==> config.mk <==
export PLATFORM = sky130hd
export DESIGN_NAME = nonce_collector
export DESIGN_NICKNAME = d
export VERILOG_FILES = /design/src/rtl/hub_pkg.sv /design/src/rtl/nonce_fifo.sv /design/src/rtl/nonce_collector.sv
export SDC_FILE = /design/constraint.sdc
export NUM_CORES = 1
export LEC_CHECK = 0
export ABC_AREA = 1
export ABC_CLOCK_PERIOD_IN_PS = 3780
export CORE_MARGIN = 2
export CORE_UTILIZATION = 66
export CTS_BUF_LIST = sky130_fd_sc_hd__clkbuf_8
export CTS_CLUSTER_SIZE = 16
export DETAILED_ROUTE_END_ITERATION = 8
export DONT_BUFFER_PORTS = 1
export PLACE_DENSITY = 0.78
export SYNTH_ARGS = -nofsm -noshare
export SYNTH_HDL_FRONTEND = slang
export SYNTH_SLANG_ARGS = --single-unit
export TNS_END_PERCENT = 1
==> constraint.sdc <==
create_clock -name clk -period 3.78 [get_ports clk]
set_input_delay 0.378 -clock clk [delete_from_list [all_inputs] [get_ports clk]]
set_output_delay 0.378 -clock clk [all_outputs]
set_load 0.1 [all_outputs]
==> src/rtl/hub_pkg.sv <==
// Shared definitions for the nonce collection hub.
// Contents:
//   NONCE_W     - width of one nonce word
//   DROP_W      - width of the saturating drop counter
//   out_state_t - UART-side output FSM states
package hub_pkg;

    localparam int unsigned NONCE_W = 32;
    localparam int unsigned DROP_W  = 16;

    typedef enum logic [1:0] {
        IDLE,
        SEND,
        WAIT_BUSY,
        WAIT_DONE
    } out_state_t;

endpackage

==> src/rtl/nonce_fifo.sv <==
// Synchronous single-clock FIFO for found nonces.
// Ports:
//   i_clk, i_reset         - clock, synchronous active-high reset
//   i_push, i_wr_data      - write request and data (accepted when not full, or full with a pop)
//   i_pop, o_rd_data       - read request and head-of-queue data (first-word fall-through)
//   o_full, o_empty        - status flags
//   o_count                - occupancy, 0..2**FIFO_AW
module nonce_fifo #(
    parameter int unsigned FIFO_AW = 3,
    parameter int unsigned DW      = 32
) (
    input  logic             i_clk,
    input  logic             i_reset,
    input  logic             i_push,
    input  logic [DW-1:0]    i_wr_data,
    input  logic             i_pop,
    output logic [DW-1:0]    o_rd_data,
    output logic             o_full,
    output logic             o_empty,
    output logic [FIFO_AW:0] o_count
);

    localparam logic [FIFO_AW:0] DEPTH = {1'b1, {FIFO_AW{1'b0}}};

    logic [DW-1:0]      r_mem [2**FIFO_AW];
    logic [FIFO_AW-1:0] r_wptr;
    logic [FIFO_AW-1:0] r_rptr;
    logic [FIFO_AW:0]   r_count;
    logic               w_do_push;
    logic               w_do_pop;

    assign o_full    = (r_count == DEPTH);
    assign o_empty   = (r_count == '0);
    assign o_count   = r_count;
    assign o_rd_data = r_mem[r_rptr];

    // When full, a simultaneous pop frees the slot being written this edge.
    assign w_do_pop  = i_pop && !o_empty;
    assign w_do_push = i_push && (!o_full || w_do_pop);

    always_ff @(posedge i_clk) begin
        if (w_do_push) begin
            r_mem[r_wptr] <= i_wr_data;
        end
    end

    always_ff @(posedge i_clk) begin
        if (i_reset) begin
            r_wptr  <= '0;
            r_rptr  <= '0;
            r_count <= '0;
        end else begin
            if (w_do_push) r_wptr <= r_wptr + 1'b1;
            if (w_do_pop)  r_rptr <= r_rptr + 1'b1;
            case ({w_do_push, w_do_pop})
                2'b10:   r_count <= r_count + 1'b1;
                2'b01:   r_count <= r_count - 1'b1;
                default: r_count <= r_count;
            endcase
        end
    end

endmodule

==> src/rtl/nonce_collector.sv <==
// Collects found nonces from SLAVES hasher channels, queues them in a FIFO
// and hands them one at a time to a UART transmitter.
// Ports:
//   clk, reset    - clock, synchronous active-high reset
//   new_nonces    - per-channel one-cycle found strobe
//   slave_nonces  - channel i nonce at [32i+31:32i]
//   golden_nonce  - word presented to the UART, held until the next pop
//   serial_send   - one-cycle transmit request
//   serial_busy   - UART transmitting
//   pending       - per-channel capture slot occupied
//   fifo_count    - FIFO occupancy
//   drop_count    - nonces lost to slot overwrite, saturating
module nonce_collector
    import hub_pkg::*;
#(
    parameter int unsigned SLAVES       = 2,
    parameter int unsigned FIFO_AW      = 3,
    parameter int unsigned BUSY_TIMEOUT = 16
) (
    input  logic                      clk,
    input  logic                      reset,
    input  logic [SLAVES-1:0]         new_nonces,
    input  logic [NONCE_W*SLAVES-1:0] slave_nonces,
    output logic [NONCE_W-1:0]        golden_nonce,
    output logic                      serial_send,
    input  logic                      serial_busy,
    output logic [SLAVES-1:0]         pending,
    output logic [FIFO_AW:0]          fifo_count,
    output logic [DROP_W-1:0]         drop_count
);

    localparam int unsigned IW = (SLAVES > 1) ? $clog2(SLAVES) : 1;
    localparam int unsigned TW = $clog2(BUSY_TIMEOUT + 1);
    localparam logic [TW-1:0] TMO_LAST = TW'(BUSY_TIMEOUT - 1);

    logic [NONCE_W-1:0] r_slot [SLAVES];
    logic [SLAVES-1:0]  r_pending;
    logic [IW-1:0]      r_last;
    logic [DROP_W-1:0]  r_drop;
    out_state_t         r_state;
    out_state_t         w_next;
    logic [TW-1:0]      r_tmo;
    logic [TW-1:0]      w_tmo_next;
    logic [NONCE_W-1:0] r_golden;
    logic               r_send;

    logic               w_hi_any, w_lo_any;
    logic [IW-1:0]      w_hi_idx, w_lo_idx, w_grant_idx;
    logic               w_push, w_pop;
    logic [SLAVES-1:0]  w_drain;
    logic [SLAVES-1:0]  w_drop_vec;
    logic [4:0]         w_drop_n;
    logic [DROP_W:0]    w_drop_sum;
    logic               w_full, w_empty;
    logic [NONCE_W-1:0] w_head;

    assign pending      = r_pending;
    assign drop_count   = r_drop;
    assign golden_nonce = r_golden;
    assign serial_send  = r_send;

    // Round-robin: first pending channel above the last grant, else wrap to
    // the lowest pending channel.
    always_comb begin
        w_hi_any = 1'b0;
        w_lo_any = 1'b0;
        w_hi_idx = '0;
        w_lo_idx = '0;
        for (int unsigned i = 0; i < SLAVES; i++) begin
            if (r_pending[i] && (i > 32'(r_last)) && !w_hi_any) begin
                w_hi_any = 1'b1;
                w_hi_idx = IW'(i);
            end
            if (r_pending[i] && !w_lo_any) begin
                w_lo_any = 1'b1;
                w_lo_idx = IW'(i);
            end
        end
        w_grant_idx = w_hi_any ? w_hi_idx : w_lo_idx;
    end

    assign w_push = w_lo_any && (!w_full || w_pop);

    always_comb begin
        w_drain    = '0;
        w_drop_vec = '0;
        w_drop_n   = '0;
        for (int unsigned i = 0; i < SLAVES; i++) begin
            w_drain[i]    = w_push && (w_grant_idx == IW'(i));
            w_drop_vec[i] = new_nonces[i] && r_pending[i] && !w_drain[i];
            w_drop_n      = w_drop_n + 5'(w_drop_vec[i]);
        end
        w_drop_sum = {1'b0, r_drop} + (DROP_W+1)'(w_drop_n);
    end

    always_ff @(posedge clk) begin
        if (reset) begin
            r_pending <= '0;
            r_last    <= IW'(SLAVES - 1);
            r_drop    <= '0;
        end else begin
            for (int unsigned i = 0; i < SLAVES; i++) begin
                if (new_nonces[i]) begin
                    r_slot[i]    <= slave_nonces[i*NONCE_W +: NONCE_W];
                    r_pending[i] <= 1'b1;
                end else if (w_drain[i]) begin
                    r_pending[i] <= 1'b0;
                end
            end
            if (w_push) r_last <= w_grant_idx;
            r_drop <= w_drop_sum[DROP_W] ? '1 : w_drop_sum[DROP_W-1:0];
        end
    end

    nonce_fifo #(
        .FIFO_AW (FIFO_AW),
        .DW      (NONCE_W)
    ) u_fifo (
        .i_clk     (clk),
        .i_reset   (reset),
        .i_push    (w_push),
        .i_wr_data (r_slot[w_grant_idx]),
        .i_pop     (w_pop),
        .o_rd_data (w_head),
        .o_full    (w_full),
        .o_empty   (w_empty),
        .o_count   (fifo_count)
    );

    always_comb begin
        w_next     = r_state;
        w_pop      = 1'b0;
        w_tmo_next = r_tmo;
        case (r_state)
            IDLE: begin
                if (!w_empty && !serial_busy) begin
                    w_pop  = 1'b1;
                    w_next = SEND;
                end
            end
            SEND: begin
                w_next     = WAIT_BUSY;
                w_tmo_next = '0;
            end
            WAIT_BUSY: begin
                if (serial_busy) begin
                    w_next = WAIT_DONE;
                end else if (r_tmo == TMO_LAST) begin
                    w_next = IDLE;
                end else begin
                    w_tmo_next = r_tmo + 1'b1;
                end
            end
            WAIT_DONE: begin
                if (!serial_busy) w_next = IDLE;
            end
            default: w_next = IDLE;
        endcase
    end

    // serial_send is registered alongside the pop so it is high exactly
    // while the FSM sits in SEND.
    always_ff @(posedge clk) begin
        if (reset) begin
            r_state  <= IDLE;
            r_tmo    <= '0;
            r_golden <= '0;
            r_send   <= 1'b0;
        end else begin
            r_state <= w_next;
            r_tmo   <= w_tmo_next;
            r_send  <= w_pop;
            if (w_pop) r_golden <= w_head;
        end
    end

endmodule
**After elaboration in Yosys (flattened, before gate mapping)**

Memories as Yosys holds them, arrays and structs flattened. A register that Yosys moved wholly into a read port is not among the register bits.
Index checks and enable logic that the tools add are counted.

- Add/subtract/negate cells: 7
- Order comparisons: 1
- Eq/ne operators: 12
- Muxes and demuxes: 29
- Bitwise gates (word level): 1
- Reduce and logical (&&, ||, !) cells: 28

Operator list:

| cell | number |
|---|---|
| 2-to-1 mux 1 bit | 19 |
| adder 16 x 2 -> 17 bit | 1 |
| 2-to-1 mux 16 bit | 1 |
| logical AND 1 bit | 12 |
| 2-to-1 mux 5 bit | 2 |
| one-hot mux 5 bit (2 select lines) | 1 |
| 2-to-1 mux 2 bit | 4 |
| inequality test 2 bit, second input constant | 4 |
| one-hot mux 2 bit (4 select lines) | 1 |
| one-hot mux 4 bit (2 select lines) | 1 |
| nonzero test 2 bit | 4 |
| adder 3 x 1 -> 3 bit, second input constant | 2 |
| == test 2 bit, second input constant | 3 |
| logical NOT 1 bit | 6 |
| AND reduction 3 bit | 2 |
| adder 5 x 1 -> 5 bit, second input constant | 1 |
| == test 5 x 4 -> 1 bit, second input constant | 1 |
| adder 4 x 1 -> 4 bit, second input constant | 1 |
| == test 2 x 1 -> 1 bit, second input constant | 2 |
| == test 4 bit, second input constant | 1 |
| logical NOT 4 bit | 1 |
| subtractor 4 x 1 -> 4 bit, second input constant | 1 |
| inequality test 3 bit, second input constant | 1 |
| adder 1 x 1 -> 2 bit | 1 |
| 4 further kinds | 5 |

- Flip-flop bits (word level): 37
- Bits in writable memories: 320
- Bits of input ports: 69
- Word-level logic and storage cells: 90
- Memories kept: 2

Memory list:

| memory | depth | width | read ports | clocked after memory_dff | wr ports | line | RTL |
|---|---|---|---|---|---|---|---|
| u_fifo.r_mem | 8 | 32 | 1 | 1 | 1 | nonce_fifo.sv:25 | `logic [DW-1:0] r_mem [2**FIFO_AW];` |
| r_slot | 2 | 32 | 1 | 0 | 2 | nonce_collector.sv:36 | `logic [NONCE_W-1:0] r_slot [SLAVES];` |

**Logic depth before layout (Yosys ltp)**

Gate-level depths: netlist of the first run.

- Word-level depth: 13
- Mapped depth: 17
- Mapped depth without buffers: 16

**Modules after synthesis**

Synthesis of the first run repeated with hierarchy kept, for this count alone.

- Cells, all modules: 1256
- Area total of the unflattened synthesis: 15396.0 µm²

Modules (own cells, without submodules):

| module | times used | cells each | area each (µm²) | sequential area each (µm²) |
|---|---|---|---|---|
| nonce_fifo | 1 | 747 | 10547.6 | 7947.6 |
| nonce_collector | 1 | 509 | 4848.4 | 3103.0 |

**Least setup slack after synthesis of the first run**

Ideal clock, no wire load.

- Kind: register -> register
- Start point: register u_fifo.r_count[2] (netlist: u_fifo.o_count[2])
- End point: memory u_fifo.r_mem[4][0], enable pin
- Arrival: 3761 ps
- Path slack: -442 ps
- Cell stages (with the launch flop): 5
- Path buffers: 0
- Clock period less this slack: 4222 ps
- Path through: dfxtp_1 > inv_1 > nand4_2 > nand2_2 > nor3_1

- Cells in the longest elaborated chain, start to end: 10

RTL lines:

| item | line | RTL |
|---|---|---|
| start, declared | nonce_fifo.sv:28 | `logic [FIFO_AW:0] r_count;` |
| start signal, assigned | nonce_fifo.sv:56 | `2'b10: r_count <= r_count + 1'b1;` |
| start signal, assigned | nonce_fifo.sv:57 | `2'b01: r_count <= r_count - 1'b1;` |
| start signal, assigned | nonce_fifo.sv:58 | `default: r_count <= r_count;` |
| logical NOT 4 bit | nonce_fifo.sv:33 | `assign o_empty = (r_count == '0);` |
| logical NOT 1 bit | nonce_fifo.sv:38, nonce_collector.sv:136 |  |
| logical AND 1 bit | nonce_collector.sv:136 | `if (!w_empty && !serial_busy) begin` |
| 2-to-1 mux 1 bit | nonce_collector.sv:136 |  |
| 2-to-1 mux 1 bit | nonce_collector.sv:134 | `case (r_state)` |
| logical OR 1 bit or logical AND 1 bit (tied branches) | nonce_collector.sv:82, nonce_fifo.sv:38 |  |
| logical AND 1 bit or logical OR 1 bit (tied branches) | nonce_collector.sv:82, nonce_fifo.sv:39 |  |
| logical AND 1 bit * | nonce_fifo.sv:39 | `assign w_do_push = i_push && (!o_full \|\| w_do_pop);` |
| 2-to-1 mux 1 bit * | nonce_fifo.sv:42 | `if (w_do_push) begin` |
| 2-to-1 mux 1 bit (not written as such) * | nonce_fifo.sv:43 | `r_mem[r_wptr] <= i_wr_data;` |
| end, declared | nonce_fifo.sv:25 |  |

Mark *: on every way between the ends. The rest lies on a longest branch, timed or not.

**Final worst setup path of the first run**

- Start point: register u_fifo.r_count[2] (netlist: u_fifo.o_count[2])
- End point: register r_drop[8] (netlist: drop_count[8])

- Cells in the longest elaborated chain, start to end: 13

RTL lines:

| item | line | RTL |
|---|---|---|
| logical NOT 4 bit | nonce_fifo.sv:33 |  |
| logical NOT 1 bit | nonce_collector.sv:136 |  |
| logical AND 1 bit | nonce_collector.sv:136 |  |
| 2-to-1 mux 1 bit | nonce_collector.sv:136 |  |
| 2-to-1 mux 1 bit | nonce_collector.sv:134 |  |
| logical OR 1 bit * | nonce_collector.sv:82 | `assign w_push = w_lo_any && (!w_full \|\| w_pop);` |
| logical AND 1 bit * | nonce_collector.sv:82 |  |
| logical AND 1 bit | nonce_collector.sv:89 | `w_drain[i] = w_push && (w_grant_idx == IW'(i));` |
| logical NOT 1 bit | nonce_collector.sv:90 | `w_drop_vec[i] = new_nonces[i] && r_pending[i] && !w_drain[i];` |
| logical AND 1 bit | nonce_collector.sv:90 |  |
| adder 1 x 1 -> 2 bit * | nonce_collector.sv:91 | `w_drop_n = w_drop_n + 5'(w_drop_vec[i]);` |
| adder 16 x 2 -> 17 bit * | nonce_collector.sv:93 | `w_drop_sum = {1'b0, r_drop} + (DROP_W+1)'(w_drop_n);` |
| 2-to-1 mux 16 bit * | nonce_collector.sv:111 | `r_drop <= w_drop_sum[DROP_W] ? '1 : w_drop_sum[DROP_W-1:0];` |
| end signal, assigned | nonce_collector.sv:111 |  |
| end, declared | nonce_collector.sv:39 | `logic [DROP_W-1:0] r_drop;` |

Marked as above.
A chain may end at the register's enable or synchronous reset.

==> results of run 1 <==
[cells in the mapped netlist, drive strengths merged]
master and instances:
a21o 2, a21oi 60, and3 1, buf 53, clkbuf 18, dfxtp 69
edfxtp 320, fa 2, ha 8, inv 52, nand2 452, nand3 94
nand4 7, nor2 154, nor3 4, o211ai 7, o21ai 97, o22ai 1
or2 1, xnor2 6, xor2 5
[power by group through the flow]
stage          logic (mW)  clock network [mW]  registers (mW)
6_report             2.72                3.06            6.45
2_1_floorplan        2.15                   0            6.58
4_1_cts              2.70                3.09            6.45
5_1_grt              3.04                3.28            6.49
3_3_place_gp         2.55                   0            6.52
3_5_place_dp         2.63                   0            6.53
[kinds of logic (layout without fill, tap and decap cells)]
family,after synthesis,count (layout)
flip-flops,389,389
XOR/XNOR,11,11
AO/OA/AOI/OAI,167,167
adder cells (fa/ha/maj),10,10
AND/OR/NAND/NOR,713,713
buffers and inverters,123,271
[per-layer routing]
layer / wire length (um) / GRT usage / vias up / share of wire
met2: 16400 / 0.453 / 408 / 0.50
met4: 826 / 0.0978 / 0 / 0.025
met3: 2390 / 0.0425 / 72 / 0.073
met1: 13000 / 0.342 / 4903 / 0.40
li1: - / - / 4999 / -
met5: 0 / 0 / - / 0
[cell type report]
cell class / instances / share of cell area
tap: 319 / 0.0224
sequential: 389 / 0.617
clock buffer: 63 / 0.0487
multi-input combinational: 901 / 0.234
inverter: 52 / 0.0114
clock inverter: 46 / 0.0105
timing repair buffer: 110 / 0.0558
[registers in the layout, summed over array words and instances, names as in the netlist]
| register | count |
|---|---|
| u_fifo.r_mem | 256 |
| r_slot | 64 |
| golden_nonce | 32 |
| drop_count | 16 |
| r_tmo | 5 |
| u_fifo.o_count | 4 |
| u_fifo.r_rptr | 3 |
| u_fifo.r_wptr | 3 |
| pending | 2 |
| r_state | 2 |
| r_last | 1 |
| serial_send | 1 |
[worst min path at each step]
stage,slack (ns),to,startpoint,cells past startpoint
floorplan,0.43,r_last$_SDFFE_PP1P_,r_last$_SDFFE_PP1P_,2
global placement,0.44,drop_count[6]$_SDFF_PP0_,reset,1
CTS,0.0008,r_state[1]$_SDFFE_PP0P_,serial_busy,3
global route,0.04,pending[1]$_SDFFE_PP0P_,new_nonces[1],2
finish,0.03,pending[1]$_SDFFE_PP0P_,new_nonces[1],2
detailed placement,0.45,drop_count[6]$_SDFF_PP0_,reset,1
[worst reg2reg max path, stage by stage (launching register included)]
cell     delay (ns)
dfxtp_1        0.31
buf_4          0.29
inv_1          0.16
nand4_2        0.21
nand2_1        0.11
nand2_1        0.09
nor2_1         0.05
fa_1           0.41
ha_1           0.26
nand3_2        0.11
inv_1          0.07
nand2_2        0.07
inv_1          0.05
nand3_2        0.24
inv_1          0.13
nor2_1         0.12
nor2_1         0.04
==> run metrics, run 1 <==
outcome finished, final reports clean; Total Power around 12 mW; WL final approximately 33 mm; Psw 4.82 mW; largest family of logic cells by synthesized area simple AND/OR/NAND/NOR gates; CP max FO 12; cells on worst reg2reg path 16; slew margin rel. 0.201; initial antenna violation count 0; synthesized area per cell about 11 um^2; RSZ-0062 raised after global routing no; CP Class reg2reg; Post-Synth Adder-Cell Area 0.00890; Internal Power 7.41 mW; Final HPWL DP between 15 and 20 mm; Setup Buffers After CTS 0; Layout Cells excl Fill between 1,500 and 2,000; mux contribution to synthesized area 0; Slowest Stage Delay on Critical Path ~0.41 ns; Hold/Removal Path Class in2reg; pwr dens 687 nW/um^2; most frequent cells in the layout nand2_1 (447), edfxtp_1 (320), nor2_1 (145); Worst Setup SP u_fifo.o_count[2]$_SDFFE_PP0P_; Core Rows 56; Area contributors post-synth edfxtp_1 (61%), nand2_1 (11%), dfxtp_1 (8.8%); Die Ht between 150 and 200 um; FF-to-FF Start u_fifo.o_count[2]$_SDFFE_PP0P_; Post-Syn Instances around 1,400; Detailed Routing Iterations Pass 1 6; Worst-path clk slew about 0.070 ns; nets between 1,500 and 2,000; worst setup margin roughly 0.92 ns; crit path cell chain buf_4 -> inv_1 -> nand4_2 -> nand2_1 -> nand2_1 -> nor2_1 -> fa_1 -> ha_1 -> nand3_2 -> inv_1 -> nand2_2 -> inv_1 -> nand3_2 -> inv_1 -> nor2_1 -> nor2_1; Hold Vio Cnt, Final 0; total global routing track utilization 0.264; die footprint about 25,000 um^2; Period minus WS final 2.86 ns; Hold WS approximately 0.032 ns; Yosys warning total 0; Worst Path Required 4.23 ns; H-tree levels 2; Fin Clk Skew 0.0226 ns; share of cells above drive strength 1 0.113; Synth Net Count between 1,000 and 1,500; clock buffer depth 3; Worst Setup EP drop_count[8]$_SDFF_PP0_; Antenna Cells 0; CP endpoint kind register; area leader, netlist edfxtp_1; starting density of the core 0.671; post-synth top area share 0.610; I/O pins about 120; Post-Syn Area ~16,000 um^2; Seq/Total Area, Yosys 0.698; drt wl/cell approximately 17 um; VDD IR-drop max about 0.7 mV; fmax between 300 and 400 MHz; vias in the first global route 10,000; combinational share of power 0.222; Post-DP Area 16,100 um^2; Fillers about 1,500; Tcrit/Tclk final 0.757; CTS tree built; Crit path arrival time ~3.3 ns; Final setup viols 0; worst slew pin tran between 1 and 1.5 ns; Final TNS setup 0 ns; Startpoint Class register; Switching Share 0.394; placed cell count approximately 1,700; Synth cell types 35; Final Core Density 0.759; critical path's slowest cell fa_1; insertion delay to the later sink of the worst-skew pair around 0.60 ns; Remaining DRCs 0; Top Family by Delay on Critical Path simple AND/OR/NAND/NOR gates; compound-gate portion of the synthesized area 0.0624; buffer and inverter count on the worst path 5; largest net degree at the start of global routing between 100 and 150; Final ANT Viol Nets 0; grt ovf 0; leakage between 6 and 7 nW; max-cap check violation count 0; vias between 10,000 and 15,000; Final Max Slew Viols 0; CP dominant cell by count inv_1; Crit path depth 16; area of the multi-input gates about 4200 um^2; post-synthesis simple-gate area fraction 0.183; vias per cell around 5.5; post-CTS sizing 0; R2R Path End drop_count[8]$_SDFF_PP0_; clock tree sinks just under 400; IO Port Bufs 0; #FFs+latches synth 389; cts bufs inserted between 50 and 60; Setup Slack @ Placement around 1.0 ns; final instance area approximately 18,000 um^2; first-pass GRT wire length just over 50 mm; share of power burned in registers 0.528; flop-to-flop setup slack 0.92 ns; die width ~160 um; Reg area 11,000 um^2; clk root buf clkbuf_8; Starting DRT DRC Count around 900; Syn-to-layout area delta 13.0%; Clock Power Share 0.250; post-synthesis xor/xnor area fraction 0.00612; cts hold-fix bufs 67; GPL Wtd Cong roughly 0.8; commonest non-fill, non-tap cell in the layout nand2_1; Core Area roughly 23,000 um^2
(Power assumes the default switching activity.)
==> run 2: changes to the inputs <==
ABC_CLOCK_PERIOD_IN_PS = 2300   (was 3780)
CORE_UTILIZATION = 59   (was 66)
PLACE_DENSITY = 0.74   (was 0.78)
clock period = 2.3 ns   (was 3.78 ns; I/O delays follow)
==> run 2 against run 1 <==
Against the previous run: the run now ends with design-rule violations left; maximum frequency is 32% higher; first-iteration DRC count is 5.3% higher; global-route usage is 2.6 points lower; sequential share of layout area is 2.5 points lower; clock skew is 0.0081 ns lower; critical path depth stayed put; combinational power grew to 2.6 times the previous value; worst setup slack worse by 0.78 ns; register-to-register slack worse by 0.78 ns; cell count is 3.7% higher; clock-buffer cell count is 3 lower; critical endpoint unchanged; highest routed layer unchanged.
==> run metrics, run 2 (synthesis results as in run 1) <==
outcome complete, but fails checks; failing checks design-rule violations; Worst-path clk slew 0.06 ns (about the same); Period minus WS final 2.16 ns (-0.699 ns); Detailed Routing Iterations Pass 1 9 (+3); Post-DP Area 16,700 um^2 (+3.8%); insertion delay to the later sink of the worst-skew pair 0.59 ns (about the same); largest net degree at the start of global routing 137 (+10%); max-cap check violation count 0 (unchanged); Psw 8.02 mW (+66%); die width 167 um (+5.6%); drt wl/cell 17.0 um (-2.1%); Total Power 20.9 mW (+71%); die footprint 28,000 um^2 (+12%); Fin Clk Skew 0.0145 ns (-0.00814 ns); CP max FO 8 (-4); I/O pins 124 (unchanged); R2R Path End drop_count[8]$_SDFF_PP0_; grt ovf 0 (unchanged); share of power burned in registers 0.413 (-0.115); starting density of the core 0.603 (-0.0683); final instance area 18,600 um^2 (+4.5%); cells on worst reg2reg path 16 (unchanged); Die Ht 167 um (+5.6%); Core Area 26,100 um^2 (+11%); WL final 33.1 mm (+1.5%); Worst Setup EP drop_count[8]$_SDFF_PP0_; slew margin rel. 0.186 (-0.0152); Clock Power Share 0.253 (+0.003); worst setup margin 0.136 ns (-0.781 ns); Starting DRT DRC Count 961 (+5.3%); Final setup viols 0 (unchanged); Setup Slack @ Placement -0.0405 ns (-1.05 ns); most frequent cells in the layout nand2_1 (446), edfxtp_1 (320), nor2_1 (141); clock buffer depth 3 (unchanged); vias per cell 5.35 (-3.1%); share of cells above drive strength 1 0.159 (+0.0451); Worst Path Required 2.77 ns (-1.46 ns); FF-to-FF Start r_state[1]$_SDFFE_PP0P_; Startpoint Class register; worst slew pin tran 1.22 ns (+0.0228 ns); initial antenna violation count 0 (unchanged); total global routing track utilization 0.237 (-0.0262); leakage 7.29 nW (+4.7%); most flop-heavy register u_fifo.r_mem; Syn-to-layout area delta 18.1%; pwr dens 1130 nW/um^2 (+64%); Hold/Removal Path Class in2reg; clock tree sinks 389 (unchanged); nets 1,647 (+3.5%); VDD IR-drop max 0.915 mV (+31%); combinational share of power 0.334 (+0.112); Final ANT Viol Nets 0 (unchanged); Worst Setup SP r_state[1]$_SDFFE_PP0P_; commonest non-fill, non-tap cell in the layout nand2_1; Core Rows 59 (+5.4%); Antenna Cells 0 (unchanged); flop-to-flop setup slack 0.14 ns (-0.78 ns); Hold Vio Cnt, Final 0 (unchanged); CTS tree built; Final Max Slew Viols 0 (unchanged); IO Port Bufs 0 (unchanged); GPL Wtd Cong 0.880 (+8.7%); RSZ-0062 raised after global routing no; H-tree levels 2 (unchanged); cts bufs inserted 59 (unchanged); Final HPWL DP 18.2 mm (+3.6%); CP Class reg2reg; flip-flop count of the largest register after layout 256 (unchanged); Switching Share 0.383 (-0.0109); first-pass GRT wire length 52.2 mm (+3.4%); fmax 462 MHz (+32%); clk root buf clkbuf_8; Internal Power 12.9 mW (+74%); CP endpoint kind register; vias in the first global route 10,300 (+3.3%); Remaining DRCs 5 (+5); vias 10,400 (+0.52%); Crit path arrival time 2.63 ns (-0.69 ns); Tcrit/Tclk final 0.941 (+0.183)
[run 2: cell count changes in the layout (fill, tap and decap cells not counted), moves of 4 or more]
cell,delta
clkinv_2,+4
dfxtp_4,+6
nor3_4,+4
dfxtp_1,-8
buf_4,+36
nor3_2,-4
buf_12,+15
nor2_1,-4
inv_1,-13
[run 2: layer usage]
layer / vias up / GRT usage / wire, um
met4: 0 / 0.0926 / 834
met2: 339 / 0.415 / 16600
li1: 5115 / - / -
met5: - / 0 / 0
met1: 4906 / 0.296 / 13800
met3: 76 / 0.0435 / 1980
[run 2: worst min path at each step]
| stage | startpoint | end | cells past startpoint |
|---|---|---|---|
| 2_1_floorplan | slave_nonces[0] | r_slot[0][0]$_DFFE_PP_ | 0 |
| 3_3_place_gp | reset | u_fifo.o_count[3]$_SDFFE_PP0P_ | 1 |
| 3_5_place_dp | reset | pending[1]$_SDFFE_PP0P_ | 1 |
| 4_1_cts | serial_busy | r_tmo[4]$_SDFFE_PP0P_ | 5 |
| 5_1_grt | serial_busy | r_tmo[1]$_SDFFE_PP0P_ | 5 |
| 6_report | serial_busy | r_tmo[4]$_SDFFE_PP0P_ | 5 |
[run 2: layout make-up]
type	count	area, um^2
Inverter	52	203
Fill cell	1816	7530
Clock buffer	60	826
Sequential cell	389	11000
Tap cell	335	419
Multi-Input combinational cell	901	4240
Timing Repair Buffer	165	1610
Clock inverter	48	288
[run 2: power groups by stage]
stage	registers [mW]	logic [mW]	clock network [mW]
3_5_place_dp	8.78	6.84	0
2_1_floorplan	10.8	3.55	0
4_1_cts	8.63	6.97	5.40
6_report	8.64	7.00	5.29
5_1_grt	8.70	7.62	5.71
3_3_place_gp	8.75	6.71	0
[run 2: critical path, stage by stage, from the launching register on]
cell and delay (ns):
dfxtp_2 0.34, inv_2 0.08, nand3_2 0.09, nand4_4 0.12, nand2_2 0.07, nand2_1 0.10
nor2_2 0.05, fa_2 0.39, ha_4 0.18, nand3_2 0.09, inv_2 0.04, nand2_2 0.06
inv_2 0.05, nand3_4 0.13, inv_1 0.10, nor2_1 0.11, nor2_1 0.05
[run 2: through the flow]
| step | utilization | instances | hold WS (ns) | TNS [ns] |
|---|---|---|---|---|
| after global routing | 0.712 | 1950 | 0.0596 | 0 |
| after CTS | 0.709 | 1947 | 0.0161 | 0 |
| after global placement | 0.639 | 1770 | 0.295 | 0 |
| final | 0.712 | 1950 | 0.0415 | 0 |
| after detailed placement | 0.639 | 1770 | 0.295 | -0.214 |
| after floorplan | - | 1413 | 0.329 | -6.85 |
[run 2: what timing repair did]
action,4_1_cts,5_1_grt
pin swaps,0,4
hold buffers,69,0
endpoints found under the setup margin,10,16
hold endpoints to repair,119,0
setup buffers,0,3
gates resized for setup,1,18
